$ cat config.mk
export PLATFORM = sky130hd
export DESIGN_NAME = hazard_ctrl_flat
export DESIGN_NICKNAME = d
export VERILOG_FILES = /design/src/rtl/hazard_ctrl_if.sv /design/src/rtl/hazard_ctrl.sv /design/src/flat_wrapper.sv
export SDC_FILE = /design/constraint.sdc
export NUM_CORES = 1
export LEC_CHECK = 0
export ABC_AREA = 1
export CORE_MARGIN = 5
export CORE_UTILIZATION = 48
export CTS_CLUSTER_DIAMETER = 30
export DETAILED_ROUTE_END_ITERATION = 16
export PLACE_DENSITY = 0.84
export REMOVE_ABC_BUFFERS = 1
export SYNTH_ARGS = -nofsm -noshare
export SYNTH_HDL_FRONTEND = slang
export SYNTH_SLANG_ARGS = --single-unit
$ cat constraint.sdc
create_clock -name clk -period 1.9 [get_ports clk]
set_input_delay 0.475 -clock clk [delete_from_list [all_inputs] [get_ports clk]]
set_output_delay 0.475 -clock clk [all_outputs]
set_load 0.03 [all_outputs]
$ cat src/rtl/hazard_ctrl_if.sv
// Control/status bundle between the decode-side hazard scheduler and the pipeline.
// The slave side is the scheduler; the master side is the pipeline (or a bench).
interface hazard_ctrl_if #(
  parameter int CNT_W = 16
);
  logic [2:0]       id_rs;
  logic [2:0]       id_rt;
  logic             id_rsUsed;
  logic             id_rtUsed;
  logic             id_halt;
  logic             ex_memRead;
  logic             ex_regWrite;
  logic [2:0]       ex_writeReg;
  logic             ex_taken;
  logic             imem_stall;
  logic             dmem_stall;

  logic             pc_en;
  logic             ifid_en;
  logic             idex_en;
  logic             exmem_en;
  logic             memwb_en;
  logic             ifid_flush;
  logic             idex_bubble;
  logic             validIns;
  logic             halted;
  logic [CNT_W-1:0] stall_cnt;

  modport master (
    output id_rs, id_rt, id_rsUsed, id_rtUsed, id_halt,
           ex_memRead, ex_regWrite, ex_writeReg, ex_taken,
           imem_stall, dmem_stall,
    input  pc_en, ifid_en, idex_en, exmem_en, memwb_en,
           ifid_flush, idex_bubble, validIns, halted, stall_cnt
  );

  modport slave (
    input  id_rs, id_rt, id_rsUsed, id_rtUsed, id_halt,
           ex_memRead, ex_regWrite, ex_writeReg, ex_taken,
           imem_stall, dmem_stall,
    output pc_en, ifid_en, idex_en, exmem_en, memwb_en,
           ifid_flush, idex_bubble, validIns, halted, stall_cnt
  );
endinterface

$ cat src/rtl/hazard_ctrl.sv
// Pipeline hazard/stall scheduler: prioritised stall and flush decisions in RUN,
// then a fixed-length drain after a halt until the core is quiesced.
module hazard_ctrl #(
  parameter int DRAIN_CYCLES = 3,
  parameter int CNT_W        = 16
) (
  input  logic         clk,
  input  logic         rst,
  hazard_ctrl_if.slave bus
);

  localparam int DW = (DRAIN_CYCLES > 1) ? $clog2(DRAIN_CYCLES) : 1;

  typedef enum logic [1:0] {
    ST_RUN,
    ST_DRAIN,
    ST_HALTED
  } state_e;

  state_e           state_q, state_d;
  logic [DW-1:0]    drain_cnt_q, drain_cnt_d;
  logic [CNT_W-1:0] stall_cnt_q;
  logic             halted_q;

  logic pc_en, ifid_en, idex_en, exmem_en, memwb_en;
  logic ifid_flush, idex_bubble, valid_ins;
  logic load_use;

  assign load_use = bus.ex_memRead & bus.ex_regWrite &
                    ((bus.id_rsUsed & (bus.id_rs == bus.ex_writeReg)) |
                     (bus.id_rtUsed & (bus.id_rt == bus.ex_writeReg)));

  always_comb begin
    // NOTE: every output gets a value before any branch so no path leaves one
    // unassigned; that is what keeps this block free of inferred latches.
    pc_en       = 1'b0;
    ifid_en     = 1'b0;
    idex_en     = 1'b0;
    exmem_en    = 1'b0;
    memwb_en    = 1'b0;
    ifid_flush  = 1'b1;
    idex_bubble = 1'b1;
    valid_ins   = 1'b0;
    state_d     = state_q;
    drain_cnt_d = drain_cnt_q;

    if (!rst) begin
      unique case (state_q)
        ST_RUN: begin
          if (bus.dmem_stall) begin
            // Whole pipe frozen; an ex_taken stays latched in EX until this clears.
            ifid_flush  = 1'b0;
            idex_bubble = 1'b0;
            valid_ins   = 1'b1;
          end else if (bus.ex_taken) begin
            {pc_en, ifid_en, idex_en, exmem_en, memwb_en} = '1;
          end else if (load_use) begin
            {idex_en, exmem_en, memwb_en} = '1;
            ifid_flush = 1'b0;
            valid_ins  = 1'b1;
          end else if (bus.imem_stall) begin
            {ifid_en, idex_en, exmem_en, memwb_en} = '1;
            idex_bubble = 1'b0;
            valid_ins   = 1'b1;
          end else if (bus.id_halt) begin
            // Halt moves on into EX; nothing behind it is fetched.
            {ifid_en, idex_en, exmem_en, memwb_en} = '1;
            idex_bubble = 1'b0;
            valid_ins   = 1'b1;
            state_d     = ST_DRAIN;
            drain_cnt_d = DW'(DRAIN_CYCLES - 1);
          end else begin
            {pc_en, ifid_en, idex_en, exmem_en, memwb_en} = '1;
            ifid_flush  = 1'b0;
            idex_bubble = 1'b0;
            valid_ins   = 1'b1;
          end
        end

        ST_DRAIN: begin
          if (!bus.dmem_stall) begin
            {ifid_en, idex_en, exmem_en, memwb_en} = '1;
            if (drain_cnt_q == '0) state_d = ST_HALTED;
            else                   drain_cnt_d = drain_cnt_q - 1'b1;
          end
        end

        ST_HALTED: ;

        default: state_d = ST_RUN;
      endcase
    end
  end

  always_ff @(posedge clk) begin
    // NOTE: state registers use non-blocking assignment so every flop samples
    // the pre-edge values regardless of statement order.
    if (rst) begin
      state_q     <= ST_RUN;
      drain_cnt_q <= '0;
      stall_cnt_q <= '0;
      halted_q    <= 1'b0;
    end else begin
      state_q     <= state_d;
      drain_cnt_q <= drain_cnt_d;
      halted_q    <= (state_d == ST_HALTED);
      if ((state_q == ST_RUN) && !pc_en && (stall_cnt_q != '1))
        stall_cnt_q <= stall_cnt_q + 1'b1;
    end
  end

  assign bus.pc_en       = pc_en;
  assign bus.ifid_en     = ifid_en;
  assign bus.idex_en     = idex_en;
  assign bus.exmem_en    = exmem_en;
  assign bus.memwb_en    = memwb_en;
  assign bus.ifid_flush  = ifid_flush;
  assign bus.idex_bubble = idex_bubble;
  assign bus.validIns    = valid_ins;
  assign bus.halted      = halted_q;
  assign bus.stall_cnt   = stall_cnt_q;

endmodule

$ cat src/flat_wrapper.sv
// flat-port wrapper written by rule: the top's interface ports become plain ports
module hazard_ctrl_flat 
#(
  parameter int DRAIN_CYCLES = 3,
  parameter int CNT_W        = 16
)
  (clk, rst, bus_id_rs, bus_id_rt, bus_id_rsUsed, bus_id_rtUsed, bus_id_halt, bus_ex_memRead, bus_ex_regWrite, bus_ex_writeReg, bus_ex_taken, bus_imem_stall, bus_dmem_stall, bus_pc_en, bus_ifid_en, bus_idex_en, bus_exmem_en, bus_memwb_en, bus_ifid_flush, bus_idex_bubble, bus_validIns, bus_halted, bus_stall_cnt);
  hazard_ctrl_if #(.CNT_W(CNT_W)) bus_i ();
  input  logic clk;
  input  logic rst;
  input wire logic [$bits(bus_i.id_rs)-1:0] bus_id_rs;
  input wire logic [$bits(bus_i.id_rt)-1:0] bus_id_rt;
  input wire logic [$bits(bus_i.id_rsUsed)-1:0] bus_id_rsUsed;
  input wire logic [$bits(bus_i.id_rtUsed)-1:0] bus_id_rtUsed;
  input wire logic [$bits(bus_i.id_halt)-1:0] bus_id_halt;
  input wire logic [$bits(bus_i.ex_memRead)-1:0] bus_ex_memRead;
  input wire logic [$bits(bus_i.ex_regWrite)-1:0] bus_ex_regWrite;
  input wire logic [$bits(bus_i.ex_writeReg)-1:0] bus_ex_writeReg;
  input wire logic [$bits(bus_i.ex_taken)-1:0] bus_ex_taken;
  input wire logic [$bits(bus_i.imem_stall)-1:0] bus_imem_stall;
  input wire logic [$bits(bus_i.dmem_stall)-1:0] bus_dmem_stall;
  output wire logic [$bits(bus_i.pc_en)-1:0] bus_pc_en;
  output wire logic [$bits(bus_i.ifid_en)-1:0] bus_ifid_en;
  output wire logic [$bits(bus_i.idex_en)-1:0] bus_idex_en;
  output wire logic [$bits(bus_i.exmem_en)-1:0] bus_exmem_en;
  output wire logic [$bits(bus_i.memwb_en)-1:0] bus_memwb_en;
  output wire logic [$bits(bus_i.ifid_flush)-1:0] bus_ifid_flush;
  output wire logic [$bits(bus_i.idex_bubble)-1:0] bus_idex_bubble;
  output wire logic [$bits(bus_i.validIns)-1:0] bus_validIns;
  output wire logic [$bits(bus_i.halted)-1:0] bus_halted;
  output wire logic [$bits(bus_i.stall_cnt)-1:0] bus_stall_cnt;
  assign bus_i.id_rs = bus_id_rs;
  assign bus_i.id_rt = bus_id_rt;
  assign bus_i.id_rsUsed = bus_id_rsUsed;
  assign bus_i.id_rtUsed = bus_id_rtUsed;
  assign bus_i.id_halt = bus_id_halt;
  assign bus_i.ex_memRead = bus_ex_memRead;
  assign bus_i.ex_regWrite = bus_ex_regWrite;
  assign bus_i.ex_writeReg = bus_ex_writeReg;
  assign bus_i.ex_taken = bus_ex_taken;
  assign bus_i.imem_stall = bus_imem_stall;
  assign bus_i.dmem_stall = bus_dmem_stall;
  assign bus_pc_en = bus_i.pc_en;
  assign bus_ifid_en = bus_i.ifid_en;
  assign bus_idex_en = bus_i.idex_en;
  assign bus_exmem_en = bus_i.exmem_en;
  assign bus_memwb_en = bus_i.memwb_en;
  assign bus_ifid_flush = bus_i.ifid_flush;
  assign bus_idex_bubble = bus_i.idex_bubble;
  assign bus_validIns = bus_i.validIns;
  assign bus_halted = bus_i.halted;
  assign bus_stall_cnt = bus_i.stall_cnt;
  hazard_ctrl #(.DRAIN_CYCLES(DRAIN_CYCLES), .CNT_W(CNT_W)) u_core (.clk(clk), .rst(rst), .bus(bus_i));
endmodule
=== After elaboration in Yosys (flattened, before gate mapping) ===
Cells that the tools add are included.

* Add/sub/neg operators: 2
* Equal/unequal tests: 13
* Muxes and demuxes: 48
* Bitwise gates (word level): 5
* Reduce and logical (&&, ||, !) cells: 8

{| class="wikitable"
|+ Operator list
! operator !! count
|-
| $mux W1 || 30
|-
| $mux W2 || 15
|-
| $add A16 B1 Y16 const B || 1
|-
| $ne A16 B16 Y1 const B || 1
|-
| $ne A2 B2 Y1 const B || 7
|-
| $reduce_and A8 Y1 || 1
|-
| $eq A3 B3 Y1 || 2
|-
| $pmux W2 S3 || 1
|-
| $and A1 B1 Y1 || 4
|-
| $eq A2 B2 Y1 const B || 2
|-
| $logic_not A2 Y1 || 2
|-
| $pmux W2 S2 || 1
|-
| $eq A2 B1 Y1 const B || 1
|-
| $logic_and A1 B1 Y1 || 2
|-
| $pmux W1 S2 || 1
|-
| $reduce_bool A2 Y1 || 1
|-
| $reduce_or A2 Y1 || 1
|-
| $sub A2 B1 Y2 const B || 1
|-
| $logic_not A1 Y1 || 1
|-
| $or A1 B1 Y1 || 1
|}

* Bits in registers: 21
* Input bits: 19
* Output and inout bits: 25
* Logic and storage cells: 80

=== Longest topological paths before layout ===
Gate-level depths: netlist of the first run.

* Depth in word-level cells: 12
* Mapped depth: 14
* Depth with buffers taken out: 13

=== Worst setup path after synthesis of the first run ===
Ideal clock, no wire load.

* Kind: input port to output port
* Start point: in rst
* End point: out bus_ifid_en
* Arrival time: 1,896 ps
* Data required time: 1,425 ps
* Slack: -471 ps
* Stages: 4
* Path buffers: 1
* Cell sequence: clkbuf_1 -> nor3_1 -> o31ai_1 -> inv_1

* Longest elaborated chain between the ends: 1

{| class="wikitable"
|+ Ends and longest elaborated chain
! what !! line !! RTL
|-
| from (decl) || flat_wrapper.sv:10 || <nowiki>input logic rst;</nowiki>
|-
| $mux W1 || hazard_ctrl.sv:47 || <nowiki>if (!rst) begin</nowiki>
|-
| to (decl) || flat_wrapper.sv:23 || <nowiki>output wire logic [$bits(bus_i.ifid_en)-1:0] bus_ifid_en;</nowiki>
|}

No other way between the ends.

=== Worst setup path after layout of the first run ===
* Start point: in bus_ex_writeReg[1]
* End point: out bus_ifid_en

* Longest elaborated chain between the ends: 9
* Elaborated cells between the ends (all ways): 11
* Classes of those cells: eq/ne (2); mux (5); bitwise (4)

{| class="wikitable"
|+ Ends and longest elaborated chain
! what !! line !! RTL
|-
| from (decl) || flat_wrapper.sv:18 || <nowiki>input wire logic [$bits(bus_i.ex_writeReg)-1:0] bus_ex_writeReg;</nowiki>
|-
| $eq A3 B3 Y1, on equally long branches || hazard_ctrl.sv:30, hazard_ctrl.sv:31 ||
|-
| $and A1 B1 Y1, on equally long branches || hazard_ctrl.sv:30, hazard_ctrl.sv:31 ||
|-
| $or A1 B1 Y1 (*) || hazard_ctrl.sv:30 || <nowiki>((bus.id_rsUsed & (bus.id_rs == bus.ex_writeReg)) |</nowiki>
|-
| $and A1 B1 Y1 (*) || hazard_ctrl.sv:29 || <nowiki>assign load_use = bus.ex_memRead & bus.ex_regWrite &</nowiki>
|-
| $mux W1 (*) || hazard_ctrl.sv:57 || <nowiki>end else if (load_use) begin</nowiki>
|-
| $mux W1 (*) || hazard_ctrl.sv:55 || <nowiki>end else if (bus.ex_taken) begin</nowiki>
|-
| $mux W1 (*) || hazard_ctrl.sv:50 || <nowiki>if (bus.dmem_stall) begin</nowiki>
|-
| $pmux W1 S2 (*) || hazard_ctrl.sv:48 || <nowiki>unique case (state_q)</nowiki>
|-
| $mux W1 (*) || hazard_ctrl.sv:47 ||
|}

Every way passes the cells marked *; elsewhere a longest branch is shown, timed or not.

==> reports/metrics.yaml, run 1 <==
status: "completed"
wirelength_um: 4030
crit_fanout: 4
yosysSeqAreaShare: 0.273
start_kind: "input port"
core_um2: 3080
relSlewSlack: 0.745
p_per_area_nw_per_um2: 435
drv_cap: 0
crit_required_ns: 1.42
rsz0062_at_grt: "yes"
pwr-share-comb: 0.312
setup.worst_path.class: "input port to output port"
fin_crit_ns: 1.89
cts_inserted_buffers: 3
leakagePower_nw: 1.04
p_total_w: 0.000993
synth.distinct_cells: 29
hpwl_um: 2990
clk_path_buf_depth: 2
rr_worst_depth: 7
drtIter0Drc: 100
ios: 44
cts_tree: "done"
setup_ws_ns: 0.0135
crit_arrival_ns: 1.41
setup_violations: 0
cts_hold_buf: 0
tightest_slew_ns: 0.382
vias: 1660
viasPerCell: 4.94
fin_crit_sh: 0.993
hp-class: "flop to flop"
worstSkewPairLatency_ns: 0.31
power_switching_w: 0.000324
cts-root-buf: "clkbuf_4"
setup_tns_ns: 0
diodes: 0
post-route-drc-count: 0
place_congestion: 0.927
postPlaceCellArea_um2: 2120
hold_viol_final: 0
synth_warnings: 0
pwr-share-seq: 0.466
clkTransAtPathRegs_ns: 0.11
final_nets: 314
grt_overflow_total: 0
synth_seq_cells: 21
areaGrowthSynthToFinish_pct: 47.9
grt_antenna_before_repair: 0
syn_area_per_cell_um2: 6.89
die_y_um: 66.7
ant_nets: 0
grt_use_total: 0.199
hold_path_depth: 2
grt_max_degree: 18
io_buffers: 43
cts_sinks: 21
internal-power_w: 0.000669
wl_per_cell_um: 12.0
grt_pass1_wl_um: 6960
dr.pass1.iters: 4
skew_ns: 0.00732
start_util: 0.501
drive_gt1_frac: 0.356
final_max_slew_viol_count: 0
switching_share: 0.326
grt_pass1_vias: 1623
h-tree-depth: 1
die_area_um2: 4450
row_count: 20
ir_drop_v: 0.000324
fin_area_um2: 2280
end_kind: "output port"
synthesis.area_um2: 1540
final_util: 0.741
clkPwrFrac: 0.222
die_w_um: 66.7
synthCells: 224
fmax_ghz: 0.530
pre_cts_slack_ns: -0.480
[stage by stage]
step,std cells,hold WS [ns]
after floorplan,216,0.435
after global placement,325,0.451
after detailed placement,325,0.461
after CTS,336,0.477
after global routing,336,0.513
final,336,0.472
[routing by layer]
metal	wire [um]	part of all wire	up-vias	track usage
met5	0	0	-	0
met4	42	0.010	0	0.0533
met3	217	0.054	6	0.0371
met2	1990	0.49	45	0.345
met1	1780	0.44	751	0.251
li1	-	-	858	-
[power by group through the flow]
stage / combinational, W / clock (W) / sequential, W
final: 0.000310 / 0.000221 / 0.000463
after global routing: 0.000338 / 0.000247 / 0.000466
after CTS: 0.000284 / 0.000228 / 0.000462
after detailed placement: 0.000278 / 0 / 0.000476
after global placement: 0.000274 / 0 / 0.000475
after floorplan: 0.000123 / 0 / 0.000491
[state kept, by name (all words and copies together), names as in the netlist]
name                  cells
u_core.bus.stall_cnt     16
u_core.bus.halted         1
u_core.drain_cnt_q        2
u_core.state_q            2
[critical path: stages]
cell and delay [ns]:
buf_8 0.08, inv_4 0.03, nand2_2 0.06, nand2_2 0.04, nor2_2 0.09, nand2_1 0.06
nand2_2 0.09, nand2_4 0.07, o31ai_4 0.17, inv_1 0.09, buf_6 0.14
[synth_stat cells]
| master | number | area, um2 |
|---|---|---|
| nand4_1 | 6 | 37.5 |
| buf_6 | 1 | 11.3 |
| nand2_4 | 2 | 22.5 |
| nor2_2 | 3 | 18.8 |
| nand3_1 | 25 | 125 |
| buf_4 | 4 | 30.0 |
| xnor2_1 | 8 | 70.1 |
| nor2_1 | 19 | 71.3 |
| inv_2 | 2 | 7.51 |
| nand2_1 | 54 | 203 |
| nor3_1 | 5 | 25.0 |
| nor2_8 | 1 | 20.0 |
| nand2_2 | 7 | 43.8 |
| a21oi_2 | 10 | 87.6 |
| nor3_4 | 1 | 16.3 |
| buf_12 | 1 | 20.0 |
| inv_1 | 24 | 90.1 |
| dfxtp_1 | 21 | 420 |
| xor2_1 | 6 | 52.6 |
| o21a_1 | 1 | 7.51 |
| nand3b_1 | 1 | 7.51 |
| o21ai_0 | 3 | 15.0 |
| a41oi_4 | 1 | 27.5 |
| o31ai_1 | 1 | 7.51 |
| ha_1 | 2 | 25.0 |
| o2111a_1 | 1 | 11.3 |
| inv_4 | 1 | 6.26 |
| clkbuf_1 | 2 | 7.51 |
| a21oi_1 | 11 | 55.1 |
[final cells by class]
type	instances	area (um2)
Fill cell	257	796
Clock buffer	4	26.3
Inverter	27	109
Multi-Input combinational cell	168	1040
Tap cell	44	55.1
Timing Repair Buffer	72	627
Sequential cell	21	429
[path summary, 6_finish.rpt]
kind,from,endpoint,slack (ns)
setup / recovery,bus_ex_writeReg[1],bus_ifid_en,0.01
hold / removal,u_core.drain_cnt_q[0]$_SDFFE_PP0P_,u_core.drain_cnt_q[0]$_SDFFE_PP0P_,0.47
setup reg to reg,u_core.bus.stall_cnt[1]$_SDFFE_PP0P_,u_core.bus.stall_cnt[0]$_SDFFE_PP0P_,0.20
hold reg to reg,u_core.drain_cnt_q[0]$_SDFFE_PP0P_,u_core.drain_cnt_q[0]$_SDFFE_PP0P_,0.47
[layout by cell type (no fill, tap or decap), types with 10 or more instances in the layout]
| cell | instances |
|---|---|
| nor2_1 | 16 |
| a21oi_2 | 10 |
| nand3_1 | 25 |
| a21oi_1 | 10 |
| nand2_2 | 17 |
| nand2_1 | 43 |
| inv_1 | 19 |
| buf_4 | 32 |
| dfxtp_1 | 18 |
| dlygate4sd2_1 | 16 |
[logic make-up (layout without fill, tap and decap cells)]
| logic type | Yosys count | after routing | share of synthesized area |
|---|---|---|---|
| buffers and inverters | 35 | 103 | 0.112 |
| flip-flops | 21 | 21 | 0.273 |
| adder cells (fa/ha/maj) | 2 | 2 | 0.0162 |
| XOR/XNOR | 14 | 14 | 0.0795 |
| AND/OR/NAND/NOR | 124 | 124 | 0.383 |
| AO/OA/AOI/OAI | 28 | 28 | 0.137 |
[repair_timing]
| action | CTS | global route |
|---|---|---|
| pin swaps | 23 | 19 |
| endpoints found under the setup margin | 35 | 10 |
| buffers inserted | 7 | 0 |
| gates resized for setup | 74 | 31 |
No activity file was read; power rests on OpenSTA's default activity.
==> run 2: changes to the inputs <==
- ABC_AREA: 1 -> unset
- CORE_UTILIZATION: 48 -> 44
- PLACE_DENSITY: 0.84 -> 0.83
==> run 2 against run 1 <==
The run now ends with setup timing left. Die area shrank 13%. Sequential share of layout area shrank 0.85 points. Combinational power grew 12%. Register-to-register slack lost 0.45 ns. Total power grew 7.0%. Clock skew grew 0.0043 ns. Via count grew 11%. Largest cell class unchanged.
==> reports/metrics.yaml, run 2 <==
hold_path_depth: 1  # -1
largest_reg_flops: 16  # unchanged
fin_crit_ns: 2.19  # +0.304 ns
final_max_slew_viol_count: 0  # unchanged
synth.distinct_cells: 33  # +14%
fin_crit_sh: 1.15  # +0.160
hp-class: "flop to flop"
hold_ws_ns: 0.535  # +0.0625 ns
synth_seq_cells: 21  # unchanged
clk_path_buf_depth: 2  # unchanged
viasPerCell: 6.80  # +38%
dr.pass1.iters: 7  # +3
crit_fanout: 3  # -1
ios: 44  # unchanged
crit_arrival_ns: 1.72  # +0.31 ns
synth_flop_cell: "dfxtp_1"
synthTopCellsByArea: "dfxtp_1 35%, nor2_1 6.3%, xnor2_1 5.1%"
most-common-layout-cells: "34 x buf_4, 30 x buf_6, 19 x dfxtp_1"
die_w_um: 62.2  # -6.7%
cts_tree: "done"
rsz0062_at_grt: "yes"
final_nets: 262  # -17%
die_y_um: 62.2  # -6.7%
setup_ws_ns: -0.291  # -0.304 ns
areaGrowthSynthToFinish_pct: 96.4
diodes: 0  # unchanged
rr_worst_depth: 6  # -1
final_common_cell: "buf_4"
cp_cell_sequence: "buf_6, xnor2_2, nand4_1, a21oi_2, buf_6, nor3_4, nor2_4, nor3_4, buf_6"
h-tree-depth: 1  # unchanged
violations: "setup timing"
core_um2: 2690  # -13%
hold_viol_final: 0  # unchanged
grt_overflow_total: 0  # unchanged
drive_gt1_frac: 0.471  # +0.115
synth_warnings: 0  # unchanged
skew_ns: 0.0116  # +0.00425 ns
start_kind: "input port"
synthesis.area_um2: 1200  # -22%
setup.worst_path.class: "input port to output port"
yosysSeqAreaShare: 0.350  # +0.0779
ant_nets: 0  # unchanged
vias: 1844  # +11%
cts_inserted_buffers: 3  # unchanged
synth_edf_count: 0  # unchanged
crit_top_cell: "buf_6"
grt_pass1_vias: 1619  # -0.25%
wl_per_cell_um: 25.5  # +110%
start_util: 0.447  # -0.0545
syn_area_per_cell_um2: 8.11  # +18%
cts_sinks: 21  # unchanged
synth_most_common_cell: "dfxtp_1"
ir_drop_v: 0.000545  # +68%
grt_use_total: 0.244  # +0.0447
crit_required_ns: 1.42  # about the same
hpwl_um: 2770  # -7.6%
fmax_ghz: 0.457  # -14%
p_per_area_nw_per_um2: 451  # +3.7%
drtIter0Drc: 262  # +160%
synth_top_area_share: 0.350  # +0.0779
drv_cap: 0  # unchanged
leakagePower_nw: 1.02  # -1.8%
io_buffers: 43  # unchanged
status: "finished, violations left"
grt_max_degree: 13  # -5
grt_pass1_wl_um: 7540  # +8.3%
synth_commonest_cells: "21 x dfxtp_1, 20 x nor2_1, 12 x a21oi_1"
ys_async_sr_fraction: 0  # unchanged
post-route-drc-count: 0  # unchanged
p_total_w: 0.00106  # +7.0%
clkTransAtPathRegs_ns: 0.14  # +0.03 ns
cts-root-buf: "clkbuf_4"
synthCells: 148  # -34%
end_kind: "output port"
tightest_slew_ns: 0.642  # +0.260 ns
rrSetupSlack_ns: -0.25  # -0.45 ns
place_congestion: 0.910  # -1.8%
wirelength_um: 6900  # +71%
relSlewSlack: 0.568  # -0.176
slowest_stage: "a21oi_2"
max_stage_delay_ns: 0.24  # +0.07 ns
die_area_um2: 3870  # -13%
yosysTopAreaCell: "dfxtp_1"
setup_violations: 24  # +24
row_count: 19  # -5.0%
grt_antenna_before_repair: 0  # unchanged
worstSkewPairLatency_ns: 0.35  # +0.04 ns
run 2: layout make-up:
class | count | area (um2)
Tap cell | 31 | 38.8
Multi-Input combinational cell | 113 | 932
Clock buffer | 3 | 22.5
Inverter | 7 | 28.8
Fill cell | 124 | 330
Timing Repair Buffer | 95 | 906
Clock inverter | 1 | 5.00
Sequential cell | 21 | 423
run 2: final timing paths:
check	startpoint	to
max	bus_id_rt[0]	bus_pc_en
min	u_core.drain_cnt_q[0]$_SDFFE_PP0P_	u_core.drain_cnt_q[0]$_SDFFE_PP0P_
max reg2reg	u_core.bus.stall_cnt[7]$_SDFFE_PP0P_	u_core.bus.stall_cnt[14]$_SDFFE_PP0P_
min reg2reg	u_core.drain_cnt_q[0]$_SDFFE_PP0P_	u_core.drain_cnt_q[0]$_SDFFE_PP0P_
run 2: power by group:
part	internal [W]	switching (W)
combinational	0.000160	0.000186
sequential	0.000452	0.0000101
clock	0.0000796	0.000175
run 2: metrics by stage:
stage	cell area, um2	setup slack [ns]	cells	setup TNS, ns	utilization
floorplan	1160	-1.40	141	-8.19	-
global placement	1860	-0.752	247	-13.05	0.691
detailed placement	1860	-0.816	247	-15.23	0.691
CTS	2100	-0.162	267	-0.622	0.781
global route	2360	-0.348	271	-4.79	0.877
finish	2360	-0.291	271	-3.66	0.877
run 2: kinds of logic (layout without fill, tap and decap cells):
logic type,Yosys count,after routing,share of synthesized area
xor+xnor,12,12,0.0876
fa+ha+maj,2,2,0.0209
mux,2,2,0.0167
simple gates,59,59,0.244
flops,21,21,0.350
compound gates,38,38,0.228
buf+inv,14,106,0.0521
run 2: what timing repair did:
item	in CTS	in global routing
pin swaps	19	21
gates resized for setup	104	56
setup endpoints to repair	37	27
cloned	1	0
hold buffers	0	0
endpoints found under the hold margin	0	0
setup buffers	15	6
run 2: per-layer routing:
metal	global-route usage	vias to the layer above	wire length, um
met5	0	-	0
met4	0.173	0	497
met3	0.0559	61	794
met2	0.452	211	3290
met1	0.230	856	2320
li1	-	716	-
run 2: worst max-delay path: cells and delay by family:
family | cells | cell delay (ns)
and+or+nand+nor | 4 | 0.45
buffers and inverters | 3 | 0.38
AOI/OAI and AO/OA | 1 | 0.24
xor gates and xnor gates | 1 | 0.16
==> run 3: changes to the inputs <==
- CTS_CLUSTER_SIZE: unset -> 12
==> results of run 3 <==
Same layout as run 2: the final DEF is identical, and so are final timing and power.
